## config.mk

```make
export PLATFORM = sky130hd
export DESIGN_NAME = tug_playfield
export DESIGN_NICKNAME = d
export VERILOG_FILES = /design/src/rtl/tug_playfield.sv
export SDC_FILE = /design/constraint.sdc
export NUM_CORES = 1
export LEC_CHECK = 0
export CORE_AREA = 2 2 39 41
export CTS_BUF_LIST = sky130_fd_sc_hd__clkbuf_8 sky130_fd_sc_hd__clkbuf_16
export DETAILED_ROUTE_END_ITERATION = 16
export DIE_AREA = 0 0 41 43
export PLACE_DENSITY = 0.69
export SYNTH_ARGS = -nofsm -noshare
export SYNTH_HDL_FRONTEND = slang
export SYNTH_SLANG_ARGS = --single-unit
export TNS_END_PERCENT = 1
```

## constraint.sdc

```tcl
create_clock -name clk -period 2.3 [get_ports clk]
set_input_delay 0.575 -clock clk [delete_from_list [all_inputs] [get_ports clk]]
set_output_delay 0.575 -clock clk [all_outputs]
set_load 0.02 [all_outputs]
```

## src/rtl/tug_playfield.sv

```systemverilog
// -----------------------------------------------------------------------------
// tug_playfield
//
// Playfield for the tug-of-war game. The two level-sensitive player keys become
// single-cycle press pulses. A single lit LED moves one step toward the player
// who pressed, and it stops at either end without wrapping. The winner FSM
// raises temp at the end of a round, and the light then returns to the centre.
//
// Ports:
//   clk    - system clock; every state update happens on the rising edge
//   reset  - synchronous, active-high reset
//   key_l  - left player key, level, already synchronised to clk, 1 = pressed
//   key_r  - right player key, level, already synchronised to clk, 1 = pressed
//   temp   - round-over signal from the winner FSM, 1 = recentre
//   leds   - one-hot light position; leds[NUM_LIGHTS-1] is leftmost
//   L, R   - registered press pulses, one cycle per key press
//   loc1   - light is at the leftmost LED
//   loc2   - light is at the rightmost LED
//
// NUM_LIGHTS must be odd and at least 3 so that there is a unique centre LED.
// -----------------------------------------------------------------------------
module tug_playfield #(
    parameter int NUM_LIGHTS = 9
) (
    input  logic                  clk,
    input  logic                  reset,
    input  logic                  key_l,
    input  logic                  key_r,
    input  logic                  temp,
    output logic [NUM_LIGHTS-1:0] leds,
    output logic                  L,
    output logic                  R,
    output logic                  loc1,
    output logic                  loc2
);

    localparam int PW = $clog2(NUM_LIGHTS);

    localparam logic [PW-1:0] POS_CENTER = PW'(NUM_LIGHTS / 2);
    localparam logic [PW-1:0] POS_LEFT   = PW'(NUM_LIGHTS - 1);
    localparam logic [PW-1:0] POS_RIGHT  = '0;
    localparam logic [PW-1:0] POS_STEP   = PW'(1);

    logic [PW-1:0] pos_reg;
    logic          kl_reg;
    logic          kr_reg;
    logic          l_reg;
    logic          r_reg;
    logic [PW-1:0] pos_next;

    // Next position. It uses the pulses already registered, so the light moves
    // one edge after L/R appear. A recentre request overrides any movement in
    // the same cycle. Simultaneous presses cancel each other.
    always_comb begin
        pos_next = pos_reg;
        if (temp) begin
            pos_next = POS_CENTER;
        end else if (l_reg && !r_reg) begin
            if (pos_reg != POS_LEFT) begin
                pos_next = pos_reg + POS_STEP;
            end
        end else if (r_reg && !l_reg) begin
            if (pos_reg != POS_RIGHT) begin
                pos_next = pos_reg - POS_STEP;
            end
        end
    end

    // The previous key samples reset to 1. A key that is held through reset
    // therefore looks as if it was already pressed, and the player must release
    // it and press again to get a pulse.
    always_ff @(posedge clk) begin
        if (reset) begin
            pos_reg <= POS_CENTER;
            kl_reg  <= 1'b1;
            kr_reg  <= 1'b1;
            l_reg   <= 1'b0;
            r_reg   <= 1'b0;
        end else begin
            pos_reg <= pos_next;
            kl_reg  <= key_l;
            kr_reg  <= key_r;
            l_reg   <= key_l & ~kl_reg;
            r_reg   <= key_r & ~kr_reg;
        end
    end

    // One-hot decode of the position. Exactly one bit is set because pos_reg
    // never leaves the range 0..NUM_LIGHTS-1.
    genvar gi;
    generate
        for (gi = 0; gi < NUM_LIGHTS; gi = gi + 1) begin : g_led
            assign leds[gi] = (pos_reg == PW'(gi));
        end
    endgenerate

    assign L    = l_reg;
    assign R    = r_reg;
    assign loc1 = (pos_reg == POS_LEFT);
    assign loc2 = (pos_reg == POS_RIGHT);

endmodule

```

==> impl_metrics.tcl <==
set metrics [dict create \
    worstHoldStart "kr_reg" \
    start_util_pct 34.99 \
    critPathLaunch "pos_reg[2]" \
    synth_cell_types 20 \
    cp-end-kind "output pin" \
    ff2ff_path_depth 6 \
    status "completed" \
    dieArea_mm2 0.001763 \
    antenna_found_initial 0 \
    timing.max_cap.violations 0 \
    drv_slew 0 \
    start_kind "register" \
    diodes 0 \
    cts_sinks 8 \
    setup_violations 0 \
    setup_ws_ns 0.1127 \
    syn_inst 50 \
    syn_area_um2 484.2 \
    cts_tree "done" \
    arrival_ns 1.61 \
    post-place-ws_ns 0.09923 \
    drtAntennaViolNets 0 \
    grt_pass1_vias 340 \
    chipWidth_um 41 \
    grt_max_degree 9 \
    clk_pin_slew_ns 0.04 \
    areaGrowthSynthToFinish_pct 48.32 \
    synth-seq-cells 8 \
    r2r_slack_ns 0.62 \
    route.detailed.drc 0 \
    cts_max_level 1 \
    power_density_mw_per_mm2 499.8 \
    yosys.area.top_type_share_pct 33.07 \
    finalSetupTns_ns 0 \
    portBuffers 17 \
    hold_path_end "R" \
    skew_ns 0.0002887 \
    worst_hold_slack_ns 0.3899 \
    synth_area_leaders "dfxtp_1, ha_1, and2_1" \
    drt-pass1-iter-count 4 \
    hold_viol 0 \
    yosysTopAreaCell "dfxtp_1" \
    r2r_end "pos_reg[3]" \
    ys_warn_count 0 \
    rsz0062_at_grt "no" \
    post_cts_buffers 0 \
    crit_fanout 6 \
    ctsLongestPathBuffers 2 \
    clock_latency_ns 0.22 \
    grt_usage_pct 11.66 \
    dp_hpwl_um 663.5 \
    hold_path_class "reg -> reg" \
    leakagePower_uw 0.0002754 \
    critical_path.top_delay_family "buffers and inverters" \
    drtIter0Drc 8 \
    drt-total-wl_um 850 \
    via_count 415 \
    cp.required_ns 1.73 \
    crit_buf_inv 1 \
    drive_gt1_share_pct 17.14 \
    p_total_uw 358.9 \
    critPathMaxStageDelay_ns 0.59 \
    placementRows 14 \
    fin_crit_sh_pct 95.10 \
    r2r_start "R" \
    critical_path_class "reg -> out" \
    path_cells "nor2b_2 > and2_1 > clkdlybuf4s50_1" \
    ir_drop_mv 0.3605 \
    io_pins 18 \
    seq_area_frac_synth_pct 33.07 \
    min_period_ns 2.187 \
    slowest_stage "clkdlybuf4s50_1" \
    cts_hold_buf 0 \
    largest_register_ffs 4 \
    avgSynthCellArea_um2 9.684 \
    finish.utilization_pct 51.90 \
    relSlewSlack_pct 80.51 \
    cts_buffers 3 \
    overflow 0 \
    wl_per_cell_um 9.884 \
    place_congestion 0.7330 \
    whs_path_depth 1 \
    coreArea_mm2 0.001384 \
    finalNetCount 82 \
    via_per_inst 4.826 \
    clockRootBuffer "clkbuf_8" \
    grt_first_pass_wirelength_um 1352 \
    worst_pin_slew_ns 0.2903 \
    max_freq_ghz 0.4572 \
    die_h_um 43 \
    syn_nets 60 \
]
==> worst max-delay path by stage <==
| stage | cells past startpoint | endpoint | slack, ns |
|---|---|---|---|
| after global routing | 3 | leds[6] | 0.02 |
| after detailed placement | 5 | loc1 | 0.1 |
| final | 3 | leds[6] | 0.11 |
| after floorplan | 5 | leds[8] | 0.43 |
| after global placement | 5 | loc1 | 0.14 |
| after CTS | 3 | leds[6] | 0.05 |
==> what timing repair did <==
action,in CTS,in global routing
cloned,0,0
gates resized for setup,3,1
setup endpoints to repair,2,4
==> placed cells by master, fill, tap and decap left out <==
cell type,instances
dfxtp_1,8
nand4_1,1
nor2_1,1
or2_2,2
dlygate4sd2_1,2
inv_1,3
clkbuf_8,3
a221oi_2,1
nor3_2,1
or3_1,1
nor2b_2,2
mux2i_1,2
a21oi_1,1
xor2_1,1
ha_1,5
or4_4,1
nor3b_1,2
clkdlybuf4s50_1,15
and2_1,9
buf_4,2
nor3_1,2
xnor2_1,4
a211oi_1,1
==> power by group <==
part,leakage [µW],switching [µW],total [µW],internal [µW]
combinational,0.000188,22.0,48.5,26.5
clock,0.0000216,51.3,164,113
sequential,0.0000654,2.32,146,144
total,0.000275,75.7,359,283
==> cell usage after synthesis <==
cell type,n
xnor2_1,4
and2_1,9
nor2b_1,2
a211oi_1,1
inv_1,3
nor3_1,2
mux2i_1,2
nand4_1,1
or2_2,2
nor2_1,1
a21oi_1,1
or3_1,1
nor3_2,1
dfxtp_1,8
buf_4,2
xor2_1,1
a221oi_2,1
ha_1,5
nor3b_1,2
or4_4,1
==> metal layers <==
layer | part of all wire (%) | wire length [µm] | global-route usage, %
met1 | 46 | 391 | 14.52
met2 | 47 | 398 | 15.63
met3 | 7.2 | 61 | 3.141
met4 | 0 | 0 | 10.00
met5 | 0 | 0 | 0
==> area by class of cell <==
cell class / instances / area (µm²)
fillers: 140 / 665.6
multi-input cells: 37 / 302.8
well taps: 16 / 20.02
clock buffers: 3 / 41.29
flip-flops and latches: 8 / 160.2
repair buffers: 19 / 182.7
inverters: 3 / 11.26
==> logic make-up after synthesis <==
family	after synthesis	share of synthesized area (%)
and+or+nand+nor	22	29.71
DFF	8	33.07
xor gates and xnor gates	5	9.044
buffers and inverters	5	5.425
adders and majority gates	5	12.92
AOI/OAI and AO/OA	3	5.683
muxes	2	4.135
==> stage by stage <==
stage	area (µm²)	instances
final	718.2	86
after global routing	718.2	86
after CTS	715.7	86
after detailed placement	674.4	83
after global placement	674.4	83
after floorplan	484.2	50
No activity file was read; power rests on OpenSTA's default activity.
